File: config.mk
export PLATFORM = sky130hd
export DESIGN_NAME = srm_wta_column
export DESIGN_NICKNAME = d
export VERILOG_FILES = /design/src/rtl/srm_wta_column.sv
export SDC_FILE = /design/constraint.sdc
export NUM_CORES = 1
export LEC_CHECK = 0
export CAP_MARGIN = 20
export CORE_ASPECT_RATIO = 1.5
export CORE_MARGIN = 4
export CORE_UTILIZATION = 40
export DETAILED_ROUTE_END_ITERATION = 12
export MAX_ROUTING_LAYER = met4
export PLACE_DENSITY = 0.65
export SYNTH_ARGS = -nofsm -noshare
export SYNTH_HDL_FRONTEND = slang
export SYNTH_SLANG_ARGS = --single-unit
File: constraint.sdc
create_clock -name clk -period 5.3 [get_ports clk]
set_input_delay 1.59 -clock clk [delete_from_list [all_inputs] [get_ports clk]]
set_output_delay 1.59 -clock clk [all_outputs]
set_load 0.03 [all_outputs]
File: src/rtl/srm_wta_column.sv
// srm_wta_column
//   Excitatory SRM column with ramp-no-leak synaptic response and optional
//   1-winner-take-all lateral inhibition. Each neuron accumulates
//   weights[n][s][age] for every synapse that has spiked this gamma period.
//   A neuron fires, at most once per period, when pot + inc reaches THRESHOLD.
//   All state clears on the edge that ends cycle == TIME_PERIOD-1.
//
//   Build option: define SRM_WTA_EN for 1-WTA inhibition, where only the
//   lowest-index candidate fires and the rest are inhibited for the period.
//   Without it, every neuron fires independently.
//   TIME_PERIOD normally comes from internal_defines.vh. It must be a
//   power of two and at least 2.
//
// Ports
//   clk            clock
//   rst_n          asynchronous active-low reset
//   cycle          position in the gamma period (shared free-running counter)
//   input_spikes   [NEURONS][SYNAPSES] active-low step-coded input spikes
//   weights        [NEURONS][SYNAPSES][TIME_PERIOD] thermometer weights, LSB first
//   output_spikes  [NEURONS] active-low step-coded output spikes (registered)
//   fire_valid     one-cycle pulse when a firing is registered
//   winner_idx     lowest index that fired; valid with fire_valid
`ifndef TIME_PERIOD
`define TIME_PERIOD 8
`endif

module srm_wta_column #(
  parameter int NEURONS   = 2,
  parameter int SYNAPSES  = 2,
  parameter int THRESHOLD = 4,
  localparam int TP = `TIME_PERIOD,
  localparam int AW = $clog2(TP),
  localparam int PW = $clog2(SYNAPSES * TP + 1),
  localparam int WW = (NEURONS > 1) ? $clog2(NEURONS) : 1
) (
  input  logic                                   clk,
  input  logic                                   rst_n,
  input  logic [AW-1:0]                          cycle,
  input  logic [NEURONS-1:0][SYNAPSES-1:0]       input_spikes,
  input  logic [NEURONS-1:0][SYNAPSES-1:0][TP-1:0] weights,
  output logic [NEURONS-1:0]                     output_spikes,
  output logic                                   fire_valid,
  output logic [WW-1:0]                          winner_idx
);

  logic [NEURONS-1:0][SYNAPSES-1:0]         active;
  logic [NEURONS-1:0][SYNAPSES-1:0][AW-1:0] age;
  logic [NEURONS-1:0][PW-1:0]               pot;

  logic [NEURONS-1:0][PW-1:0] inc;
  logic [NEURONS-1:0][PW-1:0] sum;
  logic [NEURONS-1:0]         cand;
  logic [NEURONS-1:0]         fire;
  logic [WW-1:0]              win;
  logic [AW-1:0]              idx;
  logic                       last;

  // Integration and fire candidates. A synapse whose line is low this cycle
  // counts as active with age 0, so a fresh spike contributes immediately.
  always_comb begin
    last = (cycle == AW'(TP - 1));
    inc  = '0;
    sum  = '0;
    cand = '0;
    idx  = '0;
    for (int unsigned n = 0; n < NEURONS; n++) begin
      for (int unsigned s = 0; s < SYNAPSES; s++) begin
        idx = active[n][s] ? age[n][s] : '0;
        if ((active[n][s] || !input_spikes[n][s]) && weights[n][s][idx])
          inc[n] = inc[n] + PW'(1);
      end
      sum[n]  = pot[n] + inc[n];
      // output_spikes[n] high means the neuron has not fired this period
      cand[n] = (int'(sum[n]) >= THRESHOLD) && output_spikes[n] && !last;
    end
  end

`ifdef SRM_WTA_EN
  logic inhibit;
  logic taken;

  always_comb begin
    inhibit = ~&output_spikes;
    taken   = 1'b0;
    fire    = '0;
    for (int unsigned n = 0; n < NEURONS; n++) begin
      if (cand[n] && !inhibit && !taken) begin
        fire[n] = 1'b1;
        taken   = 1'b1;
      end
    end
  end
`else
  always_comb begin
    fire = cand;
  end
`endif

  // Lowest firing index. Scanning downward lets the lowest index win.
  always_comb begin
    win = '0;
    for (int unsigned i = 0; i < NEURONS; i++) begin
      if (fire[NEURONS - 1 - i])
        win = WW'(NEURONS - 1 - i);
    end
  end

  always_ff @(posedge clk or negedge rst_n) begin
    if (!rst_n) begin
      active        <= '0;
      age           <= '0;
      pot           <= '0;
      output_spikes <= '1;
      fire_valid    <= 1'b0;
      winner_idx    <= '0;
    end else if (last) begin
      active        <= '0;
      age           <= '0;
      pot           <= '0;
      output_spikes <= '1;
      fire_valid    <= 1'b0;
    end else begin
      pot           <= sum;
      output_spikes <= output_spikes & ~fire;
      fire_valid    <= |fire;
      if (|fire)
        winner_idx <= win;
      for (int unsigned n = 0; n < NEURONS; n++) begin
        for (int unsigned s = 0; s < SYNAPSES; s++) begin
          if (active[n][s]) begin
            if (age[n][s] != AW'(TP - 1))
              age[n][s] <= age[n][s] + AW'(1);
          end else if (!input_spikes[n][s]) begin
            // age 0 is used this cycle, so the register starts at 1
            active[n][s] <= 1'b1;
            age[n][s]    <= AW'(1);
          end
        end
      end
    end
  end

endmodule

==> impl_metrics.env <==
export IMPL_nFillCells=429
export IMPL_drtIter0Drc=105
export IMPL_pwr_share_clk_pct=17.3
export IMPL_clock_fmax_mhz=230
export IMPL_start_util_pct=41.7
export IMPL_portBuffers=44
export IMPL_firstDrtPassIters=4
export IMPL_hold_class="reg2reg"
export IMPL_multi_input_area_um2=1100
export IMPL_rows=30
export IMPL_place_hpwl_mm=2.87
export IMPL_finClkSkew_ps=3.07
export IMPL_die_y_um=92.6
export IMPL_finalSetupTns_ps=0
export IMPL_seq_area_um2=753
export IMPL_dieArea_um2=5960
export IMPL_ant_nets=0
export IMPL_net_switching_power_uw=474
export IMPL_wire_per_inst_um=12.5
export IMPL_worst_hold_slack_ps=498
export IMPL_max_cap_viol_count=0
export IMPL_setup_slack_ps=958
export IMPL_num_nets_final=293
export IMPL_cp_end_kind="register"
export IMPL_post_route_drc_count=0
export IMPL_synth_edf_count=0
export IMPL_cts_buffers=5
export IMPL_yosysWarnings=0
export IMPL_n_antenna_cell=0
export IMPL_leakage_nw=1.11
export IMPL_setup_violations=0
export IMPL_slew_viol_final=0
export IMPL_syn_instance_count=189
export IMPL_pwr_share_seq_pct=35.0
export IMPL_ys_ff_latch=30
export IMPL_p_per_area_nw_per_um2=512
export IMPL_critPathKind="in2reg"
export IMPL_worstPathRequired_ps=5470
export IMPL_grt_usage_pct=14.5
export IMPL_dp_slack_ps=628
export IMPL_clkTransAtPathRegs_ps=60
export IMPL_tritoncts="yes"
export IMPL_p_total_mw=1.29
export IMPL_ios=45
export IMPL_htreeDepth=2
export IMPL_syn_to_final_growth_pct=32.3
export IMPL_cts_num_sinks=30
export IMPL_grt_max_degree=31
export IMPL_arrival_ps=4510
export IMPL_clk_path_buf_depth=2
export IMPL_cts_resized=0
export IMPL_p_int_uw=817
export IMPL_critPathMaxFanout=4
export IMPL_postCtsHoldBufs=0
export IMPL_ys_top_cells_by_count="dfrtp_1 (28), nor2_1 (27), ha_1 (14)"
export IMPL_cp_start_kind="input port"
export IMPL_drive_gt1_share_pct=10.5
export IMPL_grt_ovfl_total=0
export IMPL_vdd_drop_max_uv=233
export IMPL_period_needed_ps=4340
export IMPL_async_flop_share_pct=100
export IMPL_synth_distinct_cells=41
export IMPL_worst_slew_pin_slew_ps=903
export IMPL_hold_viol=0
export IMPL_netlist_area_leader_share_pct=36.7
export IMPL_cts_root_buffer="clkbuf_8"
export IMPL_final_core_util_pct=55.1
export IMPL_period_share_pct=81.9
export IMPL_synthesis_nets=246
export IMPL_vias_per_cell=5.01
export IMPL_yosys_top_cells_area="dfrtp_1 (37%), ha_1 (9.2%), nor2_1 (5.3%)"
export IMPL_gp_congestion=0.729
export IMPL_core_um2=4580
export IMPL_ys_flop_type="dfrtp_1"
export IMPL_routed_wl_mm=3.77
export IMPL_insertion_delay_ps=280
export IMPL_status="completed"
export IMPL_route_vias_total=1507
export IMPL_ys_seq_area_share_pct=39.5
export IMPL_post_cts_buffers=0
export IMPL_switching_share_pct=36.7
export IMPL_grt_pass1_vias=1534
export IMPL_dieWidth_um=64.4
export IMPL_grt_pass1_wl_mm=6.58
export IMPL_rsz0062_at_grt="no"
export IMPL_antenna_found_initial=0
export IMPL_combPwrFrac_pct=47.7
export IMPL_relSlewSlack_pct=39.8
export IMPL_synth_top_cell_by_area="dfrtp_1"
export IMPL_syn_area_um2=1910
export IMPL_yosysMostFrequentCell="dfrtp_1"
export IMPL_avgSynthCellArea_um2=10.1
flip-flops by register name, indices dropped and copies added (netlist names):
register	cells
winner_idx	1
output_spikes	2
pot	10
active	4
age	12
fire_valid	1
cell families after synthesis:
family / after synthesis / synth area share, %
simple gates: 70 / 18.4
compound gates: 34 / 11.9
flops: 30 / 39.5
mux: 17 / 12.1
fa+ha+maj: 16 / 11.3
buf+inv: 13 / 2.69
xor+xnor: 9 / 4.13
cell type report:
class | instances | area share, %
Multi-Input combinational cell | 146 | 43.7
Clock inverter | 3 | 1.59
Timing Repair Buffer | 45 | 17.7
Clock buffer | 5 | 2.73
Sequential cell | 30 | 29.8
Tap cell | 64 | 3.17
Inverter | 8 | 1.19
stage by stage:
stage          area [um^2]  instances
2_1_floorplan         1910        189
3_3_place_gp          2410        293
3_5_place_dp          2410        293
4_1_cts               2520        301
5_1_grt               2520        301
6_report              2520        301
path summary, 6_finish.rpt:
| kind | cells after the start | from | slack (ps) | to |
|---|---|---|---|---|
| worst max-delay path | 13 | weights[12] | 960 | fire_valid |
| worst min-delay path | 2 | output_spikes[1] | 500 | output_spikes[1] |
| worst max register to register | 12 | age[3] | 2140 | fire_valid |
| worst min register to register | 2 | output_spikes[1] | 500 | output_spikes[1] |
| max in group asynchronous | 2 | rst_n | 3310 | output_spikes[0] |
| min in group asynchronous | 2 | rst_n | 1680 | pot[4] |
power by group through the flow:
stage | clock network, mW | logic (mW) | registers, mW
floorplan | 0 | 0.477 | 0.447
global placement | 0 | 0.613 | 0.459
detailed placement | 0 | 0.628 | 0.458
CTS | 0.232 | 0.629 | 0.454
global route | 0.243 | 0.721 | 0.476
finish | 0.223 | 0.616 | 0.452
per-layer routing:
layer | vias to the layer above | part of all wire (%) | track usage (%)
met3 | 7 | 4.3 | 3.52
li1 | 771 | - | -
met2 | 32 | 50 | 24.1
met1 | 697 | 43 | 16.1
met5 | - | 0 | -
met4 | 0 | 2.4 | 7.41
critical path, stage by stage:
cell and delay (ps):
clkdlybuf4s50_1 420, mux4_2 460, nand2_1 70, o21ai_1 60, a22o_1 230, ha_1 270, ha_1 150, inv_1 60
fa_1 400, nor2b_1 230, nand4b_1 150, and4_1 230, o21a_1 180
placed cells by master, fill, tap and decap left out, types with 3 or more instances in the layout:
master and count:
o21ai_0 5, nand3_1 6, mux2_2 8, mux2i_1 5
a21oi_1 9, nor2b_1 8, and2_1 3, nand2_1 11
clkbuf_8 5, nand2b_1 3, clkdlybuf4s50_1 44, xor2_1 7
a22oi_1 4, dfrtp_1 28, mux4_2 4, nor2_1 27
ha_1 14, a221oi_1 4, inv_1 8
(Power assumes the default switching activity.)
